## config.mk

```make
export PLATFORM = sky130hd
export DESIGN_NAME = camera_frame_tx
export DESIGN_NICKNAME = d
export VERILOG_FILES = /design/src/rtl/camera_frame_tx.sv
export SDC_FILE = /design/constraint.sdc
export NUM_CORES = 1
export LEC_CHECK = 0
export CAP_MARGIN = 20
export CORE_ASPECT_RATIO = 0.8
export CORE_MARGIN = 8
export CORE_UTILIZATION = 45
export DETAILED_ROUTE_END_ITERATION = 7
export GPL_ROUTABILITY_DRIVEN = 0
export PLACE_DENSITY = 0.76
export SYNTH_ARGS = -nofsm -noshare
export SYNTH_HDL_FRONTEND = slang
export SYNTH_SLANG_ARGS = --single-unit
```

## constraint.sdc

```tcl
create_clock -name clk -period 3.45 [get_ports clk]
set_input_delay 0.69 -clock clk [delete_from_list [all_inputs] [get_ports clk]]
set_output_delay 0.69 -clock clk [all_outputs]
set_load 0.01 [all_outputs]
```

## src/rtl/camera_frame_tx.sv

```systemverilog
// Camera frame transmitter: streams one vsync/href framed image
// from a valid-qualified pixel source, optionally back to back.
`timescale 1ns/1ps
module camera_frame_tx #(
   parameter int LINE_W     = 16,
   parameter int LINES      = 8,
   parameter int VSYNC_CYC  = 4,
   parameter int HBLANK_CYC = 2
) (
   input  logic       clk,
   input  logic       rst,
   input  logic       start,
   input  logic       cont,
   input  logic       pix_valid,
   input  logic [7:0] pix_data,
   output logic       pix_ready,
   output logic       vsync,
   output logic       href,
   output logic [7:0] pix_out,
   output logic       busy,
   output logic       frame_done,
   output logic       underrun,
   output logic [7:0] frame_cnt
);

   localparam logic [7:0] C_V_END = 8'(VSYNC_CYC - 1);
   localparam logic [7:0] C_W_END = 8'(LINE_W - 1);
   localparam logic [7:0] C_H_END = 8'(HBLANK_CYC - 1);
   localparam logic [7:0] C_L_END = 8'(LINES - 1);

   typedef enum logic [2:0] {
      S_IDLE,
      S_VSYNC,
      S_LINE,
      S_HBLANK,
      S_DONE
   } state_t;

   state_t     r_state;
   state_t     w_state_nxt;
   logic [7:0] r_cyc;
   logic [7:0] w_cyc_nxt;
   logic [7:0] r_line;
   logic [7:0] w_line_nxt;
   logic       w_start_acc;
   logic       w_frame_end;
   logic       w_in_line;
   logic       r_vsync;
   logic       r_href;
   logic [7:0] r_pix_out;
   logic       r_underrun;
   logic [7:0] r_frame_cnt;

   // Next state plus phase/line counters; each phase counts up to its end.
   always_comb begin
      w_state_nxt = r_state;
      w_cyc_nxt   = r_cyc;
      w_line_nxt  = r_line;
      w_start_acc = 1'b0;
      w_frame_end = 1'b0;
      unique case (r_state)
         S_IDLE: begin
            if (start) begin
               w_state_nxt = S_VSYNC;
               w_cyc_nxt   = 8'd0;
               w_line_nxt  = 8'd0;
               w_start_acc = 1'b1;
            end
         end
         S_VSYNC: begin
            if (r_cyc == C_V_END) begin
               w_state_nxt = S_LINE;
               w_cyc_nxt   = 8'd0;
               w_line_nxt  = 8'd0;
            end else begin
               w_cyc_nxt = r_cyc + 8'd1;
            end
         end
         S_LINE: begin
            if (r_cyc == C_W_END) begin
               w_state_nxt = S_HBLANK;
               w_cyc_nxt   = 8'd0;
            end else begin
               w_cyc_nxt = r_cyc + 8'd1;
            end
         end
         S_HBLANK: begin
            if (r_cyc == C_H_END) begin
               w_cyc_nxt = 8'd0;
               if (r_line == C_L_END) begin
                  w_state_nxt = S_DONE;
               end else begin
                  w_state_nxt = S_LINE;
                  w_line_nxt  = r_line + 8'd1;
               end
            end else begin
               w_cyc_nxt = r_cyc + 8'd1;
            end
         end
         S_DONE: begin
            w_frame_end = 1'b1;
            w_cyc_nxt   = 8'd0;
            w_line_nxt  = 8'd0;
            w_state_nxt = cont ? S_VSYNC : S_IDLE;
         end
         default: begin
            w_state_nxt = S_IDLE;
            w_cyc_nxt   = 8'd0;
            w_line_nxt  = 8'd0;
         end
      endcase
   end

   // State, counters and completed-frame count.
   always_ff @(posedge clk) begin
      if (rst) begin
         r_state     <= S_IDLE;
         r_cyc       <= 8'd0;
         r_line      <= 8'd0;
         r_frame_cnt <= 8'd0;
      end else begin
         r_state <= w_state_nxt;
         r_cyc   <= w_cyc_nxt;
         r_line  <= w_line_nxt;
         if (w_frame_end) begin
            r_frame_cnt <= r_frame_cnt + 8'd1;
         end
      end
   end

   assign w_in_line = (r_state == S_LINE);

   // Receiver-side outputs, one cycle behind the state; starved slots send 0.
   always_ff @(posedge clk) begin
      if (rst) begin
         r_vsync    <= 1'b0;
         r_href     <= 1'b0;
         r_pix_out  <= 8'h00;
         r_underrun <= 1'b0;
      end else begin
         r_vsync   <= (r_state == S_VSYNC);
         r_href    <= w_in_line;
         r_pix_out <= (w_in_line && pix_valid) ? pix_data : 8'h00;
         if (w_start_acc) begin
            r_underrun <= 1'b0;
         end else if (w_in_line && !pix_valid) begin
            r_underrun <= 1'b1;
         end
      end
   end

   assign pix_ready  = w_in_line;
   assign busy       = (r_state != S_IDLE);
   assign frame_done = (r_state == S_DONE);
   assign vsync      = r_vsync;
   assign href       = r_href;
   assign pix_out    = r_pix_out;
   assign underrun   = r_underrun;
   assign frame_cnt  = r_frame_cnt;

endmodule

```

==> impl_metrics.yaml <==
synthesis:
  async_flop_share: 0
  synthCells: 186
  ys_seq_area_frac: 0.447
  ys.flop_type: "dfxtp_1"
  synth_warnings: 0
  avgSynthCellArea_um2: 9.16
  synth-seq-cells: 38
  ys_types: 44
  synth_edf_count: 0
  synth_area_um2: 1700
  synthesis.nets: 203
finish:
  final_area_um2: 2180
  nFillCells: 328
  syn2layout_area_growth_pct: 27.8
  regArea_um2: 761
  fin_util: 0.588
  n_antenna_cell: 0
  multi_input_area_um2: 910
  layout-drive-gt1-share: 0.0893
  nets: 240
routing:
  drt_first_iter_violations: 40
  drc_errors: 0
  final_antenna_net_count: 0
  vias: 1407
  dr.pass1.iters: 4
  vias_per_cell: 5.25
  wl_per_cell_um: 13.4
  drt-total-wl_mm: 3.60
run:
  cap_violations: 0
die:
  io_pins: 35
  coreArea_um2: 3700
  die_h_um: 71.0
  start_util: 0.460
  std_cell_rows: 20
  die_x_um: 84.8
  die-area_um2: 6020
critical_path:
  worstSetupPathType: "reg -> out"
  ff2ff_path_depth: 5
  path_max_fanout: 14
  worst_setup_path_end_kind: "primary output"
  start_kind: "register"
  arrival_ps: 1920
  crit_required_ps: 2760
timing:
  relSlewSlack: 0.666
  period_share: 0.755
  worstMarginPinSlew_ps: 499
  fin_skew_ps: 4.47
  rsz0062_at_grt: "false"
  setup_viol_count_final: 0
  fmax_ghz: 0.384
  tns_ps: 0
  hold_viol: 0
  min_period_ps: 2610
  slew_violations: 0
place:
  dp_hpwl_mm: 2.66
  dpl-instance-area_um2: 2080
  io_buffer_count: 34
hold_path:
  hp-class: "reg -> reg"
  whs_path_depth: 2
global_routing:
  gr-total-overflow: 0
  antenna_found_initial: 0
  grt_max_degree: 22
  grt_pass1_wl_mm: 6.28
  grt.total_usage: 0.130
  grt_pass1_vias: 1361
power:
  irDropWorstVdd_v: 0.000322
  power.leakage_nw: 0.852
  cellPowerDensity_nw_per_um2: 426
  total_power_w: 0.000926
cts:
  numCtsBuffers: 5
  clk_pin_slew_ps: 70
  post_cts_buffers: 0
  cts_tree: "yes"
  ctsResizeCount: 0
  root_buffer: "clkbuf_8"
  cts.sinks: 38
  cts_hold_buf: 0
  cts.path.max_buffers: 2
  htree_levels: 2
  clkLatencyLatePin_ps: 290
run_status:
  status: "finished, final reports clean"
[where the power goes]
| group | switching, W | internal, W |
|---|---|---|
| logic | 0.0000692 | 0.0000680 |
| registers | 0.0000195 | 0.000453 |
| clock network | 0.000156 | 0.000160 |
| total | 0.000244 | 0.000682 |
[area by class of cell]
class | count | share of cell area
clock inverters | 2 | 0.00575
flip-flops and latches | 38 | 0.350
repair buffers | 35 | 0.160
well taps | 44 | 0.0253
inverters | 2 | 0.00345
clock buffers | 6 | 0.0380
multi-input cells | 141 | 0.418
[cell usage in the layout, fill, tap and decap left out, types with 4 or more instances in the layout]
cell type        instances
a21o_1                   5
and2_1                   8
and3_1                   6
clkbuf_8                 6
clkdlybuf4s50_1         34
dfxtp_1                 38
ha_1                     4
nand2_1                 12
nand2b_1                 4
nand3_1                 15
nor2_1                  16
nor2b_1                  4
nor3_1                   5
o21ai_0                 12
o31ai_1                  4
xor2_1                   6
[cell families (layout without fill, tap and decap cells)]
| family | after synthesis | after routing | share of synthesized area |
|---|---|---|---|
| xor gates and xnor gates | 9 | 9 | 0.0463 |
| adders and majority gates | 4 | 4 | 0.0294 |
| buffers and inverters | 7 | 45 | 0.0191 |
| and+or+nand+nor | 89 | 89 | 0.284 |
| AOI/OAI and AO/OA | 35 | 35 | 0.149 |
| muxes | 4 | 4 | 0.0257 |
| DFF | 38 | 38 | 0.447 |
[layer usage]
layer | up-vias | GRT usage | wire (µm)
li1 | 735 | - | -
met1 | 641 | 0.160 | 1820
met2 | 23 | 0.198 | 1570
met3 | 8 | 0.0382 | 118
met4 | 0 | 0.0768 | 87
met5 | - | 0 | 0
[state kept, by name, indices dropped and copies added, names as in the netlist]
register   cells
frame_cnt      8
href           1
vsync          1
underrun       1
pix_out        8
r_cyc          8
r_line         8
r_state        3
[synth_stat cells, drive strengths merged (3+ instances only)]
master,count,area share
nor2,17,0.039
o31ai,4,0.018
nor3b,3,0.016
nand2,12,0.026
nand4,3,0.011
nor3,5,0.015
dfxtp,38,0.45
o21ai,12,0.035
xor2,6,0.031
mux2,3,0.020
a21o,5,0.022
nor2b,4,0.015
nand2b,4,0.015
and3,6,0.022
or2,3,0.011
ha,4,0.029
xnor2,3,0.015
or3,3,0.011
buf,3,0.010
and2,8,0.029
nand3,15,0.044
[through the flow]
step	setup slack, ps	hold WS [ps]	std cells
final	844	477	268
after CTS	826	482	268
after global routing	765	510	268
after floorplan	1610	465	186
after detailed placement	901	468	260
after global placement	968	462	260
[worst max-delay path, stage by stage, from the launching register on]
cell,delay [ps]
dfxtp_1,600
nor3b_1,410
clkdlybuf4s50_1,610
[path summary, 6_finish.rpt]
check	startpoint	to	slack, ps
setup / recovery	r_state[1]$_SDFFE_PP0P_	pix_ready	840
hold / removal	underrun$_SDFFE_PP0P_	underrun$_SDFFE_PP0P_	480
setup reg to reg	r_state[1]$_SDFFE_PP0P_	r_cyc[7]$_SDFFE_PP0P_	1360
hold reg to reg	underrun$_SDFFE_PP0P_	underrun$_SDFFE_PP0P_	480
Note: power is estimated with default switching activity, not from simulation.
==> patch 1: new RTL, same flow settings <==
`r_pix_out` no longer has a reset.
--- a/src/rtl/camera_frame_tx.sv
+++ b/src/rtl/camera_frame_tx.sv
@@ -136,10 +136,8 @@
          r_vsync    <= 1'b0;
          r_href     <= 1'b0;
-         r_pix_out  <= 8'h00;
          r_underrun <= 1'b0;
       end else begin
          r_vsync   <= (r_state == S_VSYNC);
          r_href    <= w_in_line;
-         r_pix_out <= (w_in_line && pix_valid) ? pix_data : 8'h00;
          if (w_start_acc) begin
             r_underrun <= 1'b0;
@@ -148,4 +146,8 @@
          end
       end
+   end
+
+   always_ff @(posedge clk) begin
+      r_pix_out <= (w_in_line && pix_valid) ? pix_data : 8'h00;
    end
 
Formal check against the unedited RTL: differs if rst is asserted again (counterexample within 10 cycles, from zero or initial values and one cycle with rst high); with rst held inactive, the same outputs for 10 cycles.
==> patch 1 against the original RTL <==
  * Sequential share of layout area fell by 0.84 points
  * Critical path depth rose by 1
  * Setup slack got worse by 0.11 ns
  * Final area rose by 2.5%
  * Routed wire length rose by 4.9%
  * Synthesized area rose by 4.8%
  * Combinational power rose by 51%
  * Sequential cell count did not move
  * Power rose by 6.5%
==> patch 1: results (changes against the original RTL) <==
* Status: completed
* Drt pass-1 iters at 4 (unchanged)
* Final #Nets at 250 (+4.2%)
* Psw at 286.6 uW (+17%)
* Vias in the first global route at 1341 (-1.5%)
* WHS Endpoint: underrun
* Clk root buf: clkbuf_8
* Slew headroom at 60.94% (-5.6 points)
* Reg-to-Reg Start: r_state[1]
* Post-cts resize count at 0 (unchanged)
* Post-CTS Setup Repair Bufs at 0 (unchanged)
* Htree depth at 2 (unchanged)
* CP Data Arrival Time at 2.03 ns (+0.11 ns)
* Clk_skew at 0.006311 ns (+0.001843 ns)
* VDD IR max at 0.2490 mV (-23%)
* Cells on Worst Hold Path at 2 (unchanged)
* Hold Crit Class: flop to flop
* Num CTS Buffers at 5 (unchanged)
* R2R cell count at 5 (unchanged)
* Tot GR Track Use at 12.12% (-0.90 points)
* Count of different cell masters after synthesis at 44 (unchanged)
* Clk_lat worst skew at 0.28 ns
* Worst-path fanout max at 18 (+4)
* Leak at 0.0008019 uW (-5.9%)
* Post-DP HPWL at 2817 um (+5.7%)
* Clock transition at path regs at 0.07 ns (about the same)
* Post-Syn Nets at 215 (+5.9%)
* Largest delay contributor family on the critical path: flip-flops
* Max-cap violation count at 0 (unchanged)
* HP Start: underrun
* Yosys warns at 0 (unchanged)
* CP max-delay cell: dfxtp_1
* Clock buffer depth at 2 (unchanged)
* I/O Buffers at 34 (unchanged)
* Iter 0 DRT Violations at 165 (+310%)
* Worst flop-to-flop path endpoint: r_line[5]
* Crit start category: flop
* Dpl cell area at 2153 sq um (+3.5%)
* Share of layout cells above drive strength 1 at 7.296% (-1.6 points)
* Initial antenna violation count at 0 (unchanged)
* Largest net degree at the start of global routing at 19 (-14%)
* R2R setup slack at 1.47 ns (+0.11 ns)
* First-pass GRT wire length at 6030 um (-4.0%)
* Diodes inserted at 0 (unchanged)
* Layout filler cell count at 370 (+13%)
* WL per Instance at 13.10 um (-2.4%)
* Sequential area share after synthesis at 42.64% (-2.0 points)
* Vias at 1516 (+7.7%)
* Top post-synthesis cells by count: 38 x dfxtp_1, 28 x nor2_1, 15 x nand2_1
* Async SR Flop Fraction at 0% (unchanged)
* CP peak stage delay at 0.69 ns (+0.08 ns)
* Synth top area cells: dfxtp_1 43%, nor2_1 5.9%, xor2_1 3.9%, nor4_4 3.6%, nand2_1 3.2%
[patch 1: kinds of logic after synthesis]
family | count (synthesis) | synth area share [%]
simple gates | 97 | 30.58
flops | 38 | 42.64
compound gates | 31 | 11.85
xor+xnor | 14 | 6.873
buf+inv | 11 | 3.506
fa+ha+maj | 4 | 2.805
mux | 3 | 1.753
[patch 1: tightest hold or removal path, stage by stage (launching register included)]
cell	delay (ns)
dfxtp_1	0.33
nand2_1	0.07
a21oi_1	0.05
[patch 1: layout make-up]
type	count	area (sq um)	share of cell area, %
inverters	4	15.01	0.6734
repair buffers	35	347.8	15.60
well taps	55	68.82	3.086
clock buffers	7	76.32	3.423
flip-flops and latches	38	760.7	34.12
multi-input cells	149	960.9	43.10
[patch 1: how the worst max path moves through the flow]
stage,cells after the start,endpoint,slack (ns)
3_3_place_gp,3,pix_ready,1.07
2_1_floorplan,5,r_line[1],1.83
3_5_place_dp,3,pix_ready,1.04
4_1_cts,3,pix_ready,0.73
5_1_grt,3,pix_ready,0.65
6_report,3,pix_ready,0.73
[patch 1: power groups by stage]
stage | Clock [uW] | Combinational [uW] | Sequential, uW
final | 279 | 207 | 501
after global routing | 305 | 229 | 506
after CTS | 288 | 208 | 500
after detailed placement | 0 | 206 | 510
after floorplan | 0 | 156 | 493
after global placement | 0 | 205 | 509
[patch 1: stage by stage]
stage	total power [uW]	setup WS, ns	utilization [%]	std cells	hold slack [ns]
after detailed placement	716.6	1.044	56.61	281	0.4758
final	986.5	0.7329	58.62	288	0.4943
after CTS	996.2	0.7284	58.62	288	0.4875
after global placement	714.2	1.067	56.61	281	0.4677
after global routing	1040	0.6464	58.62	288	0.5163
after floorplan	649.4	1.833	-	198	0.4706
[patch 1: per-layer routing]
metal | part of all wire (%) | wire length [um] | vias up | track usage (%)
li1 | - | - | 762 | -
met1 | 48 | 1816 | 705 | 14.89
met2 | 41 | 1564 | 42 | 17.01
met3 | 9.2 | 347 | 7 | 6.546
met4 | 1.2 | 45 | 0 | 5.143
met5 | 0 | 0 | - | 0
==> patch 2: new RTL, config.mk and constraints unchanged <==
Made on the original files. Set the parameter `LINE_W` to 12 (it was 16).
--- a/src/rtl/camera_frame_tx.sv
+++ b/src/rtl/camera_frame_tx.sv
@@ -3,5 +3,5 @@
 `timescale 1ns/1ps
 module camera_frame_tx #(
-   parameter int LINE_W     = 16,
+   parameter int LINE_W     = 12,
    parameter int LINES      = 8,
    parameter int VSYNC_CYC  = 4,
Check against the original RTL: same outputs for any inputs over 10 cycles, from zero or initial values and one cycle with rst high; that may be too few to reach the edited logic, so the function may still have changed.
==> patch 2 against the original RTL <==
  * Fmax fell by 1.3%
  * Critical path type unchanged
  * Final area increased by 1.4%
  * Clock skew decreased by 0.00054 ns
  * Worst hold slack improved by 0.0072 ns
  * Critical path depth unchanged
  * Synthesized cell count rose by 4.3%
  * Power decreased by 9.7%
  * Routed wire length increased by 9.4%
  * Setup slack worse by 0.034 ns
  * Sequential power shrank 4.7%
  * Sequential cell count unchanged
  * Highest routed layer unchanged
  * Synthesized area grew 1.2%
  * Combinational power down 42%
==> patch 2: results (changes against the original RTL) <==
* Status: completed
* Leak at 0.0008306 uW (-2.5%)
* Tot GR Track Use at 13.56% (+0.53 points)
* Fin cells at 277 (+3.4%)
* Global routing usage on met3 at 4.457% (+0.64 points)
* Layout filler cell count at 331 (+0.91%)
* Synth top area cells: dfxtp_1 44%, and3_1 5.1%, nand2_1 5.0%, nor2_1 4.1%, ha_1 2.9%
* Htree depth at 2 (unchanged)
* Largest net degree at the start of global routing at 24 (+9.1%)
* Clk_lat worst skew at 0.28 ns
* Clk root buf: clkbuf_8
* Vias per std cell at 5.534 (+5.4%)
* Reg-to-Reg Start: r_line[3]
* First-pass GRT wire length at 6768 um (+7.8%)
* Placed Cells at 269 (+3.5%)
* HP Start: underrun
* Async SR Flop Fraction at 0% (unchanged)
* Cells on Worst Hold Path at 2 (unchanged)
* Vias in the first global route at 1476 (+8.4%)
* Clk_skew at 0.003927 ns (-0.0005408 ns)
* Largest delay contributor family on the critical path: buffers and inverters
* Sequential area share after synthesis at 44.15% (-0.52 points)
* CP Data Arrival Time at 1.95 ns (+0.03 ns)
* Worst-path fanout max at 12 (-2)
* Drt pass-1 iters at 4 (unchanged)
* Worst flop-to-flop path endpoint: r_line[3]
* Slew headroom at 67.56% (+0.98 points)
* Diodes inserted at 0 (unchanged)
* Share of layout cells above drive strength 1 at 7.725% (-1.2 points)
* Fin Hold WS at 0.4840 ns (+0.007173 ns)
* Count of different cell masters after synthesis at 41 (-6.8%)
* Post-Syn Nets at 211 (+3.9%)
* WHS Endpoint: underrun
* Post-cts resize count at 0 (unchanged)
* Post-DP HPWL at 2900 um (+8.8%)
* Yosys warns at 0 (unchanged)
* WL per Instance at 14.21 um (+5.8%)
* GRT met2 Usage at 21.89% (+2.1 points)
* R2R setup slack at 1.38 ns (+0.02 ns)
* VDD IR max at 0.1922 mV (-40%)
* Iter 0 DRT Violations at 117 (+190%)
* CP peak stage delay at 0.64 ns (+0.03 ns)
* Clock buffer depth at 2 (unchanged)
* Top post-synthesis cells by count: 38 x dfxtp_1, 23 x nand2_1, 19 x nor2_1
* Met1 Resource Use GR at 16.44% (+0.47 points)
* Clock transition at path regs at 0.07 ns (about the same)
* Dpl cell area at 2115 sq um (+1.6%)
* Synth Instances at 194 (+4.3%)
* Post-CTS Setup Repair Bufs at 0 (unchanged)
* I/O Buffers at 34 (unchanged)
* Multi-input logic area at 920.9 sq um (+1.2%)
* Final #Nets at 249 (+3.8%)
==> patch 2: layout make-up <==
cell class / count / area share, %
well taps: 44 / 2.496
clock buffers: 7 / 3.914
multi-input cells: 145 / 41.75
flip-flops and latches: 38 / 34.49
repair buffers: 36 / 16.11
clock inverters: 1 / 0.2269
inverters: 6 / 1.021
==> patch 2: worst max-delay path by stage <==
stage,depth (start not counted),start,end
after floorplan,5,r_line[3],r_line[2]
after global placement,5,start,r_line[6]
after detailed placement,5,start,r_line[6]
after CTS,2,r_state[2],frame_done
after global routing,2,r_state[2],frame_done
final,2,r_state[2],frame_done
==> patch 2: worst register-to-register path: cells and delay by family, from the launching register on <==
kind / cells / cell delay, ns
and+or+nand+nor: 2 / 0.99
AOI/OAI and AO/OA: 3 / 0.65
DFF: 1 / 0.36
==> patch 2: cells by family (layout without fill, tap and decap cells) <==
logic type                 Yosys count  after routing  synth area share [%]
adders and majority gates            4              4                 2.905
DFF                                 38             38                 44.15
and+or+nand+nor                     97             97                 32.17
buffers and inverters               11             50                 2.397
muxes                                2              2                 1.162
xor gates and xnor gates             8              8                 4.067
AOI/OAI and AO/OA                   34             34                 13.14
==> patch 2: per-layer routing <==
metal / up-vias / routed length (um)
met1: 706 / 1944
li1: 785 / -
met2: 40 / 1730
met4: 0 / 27
met3: 2 / 233
met5: - / 0
==> patch 2: power breakdown <==
part	total (uW)	internal [uW]	switching [uW]	leakage [uW]
Clock	307	161	146	0.0000482
Combinational	79.0	35.1	43.9	0.000476
Sequential	451	444	6.92	0.000307
Total	837	640	197	0.000831
==> patch 2: stage by stage <==
step / worst slack [ns] / power (uW)
detailed placement: 0.9545 / 539.6
floorplan: 1.600 / 503.7
global route: 0.7109 / 879.7
global placement: 0.9799 / 539.3
finish: 0.8099 / 836.5
CTS: 0.8022 / 846.9
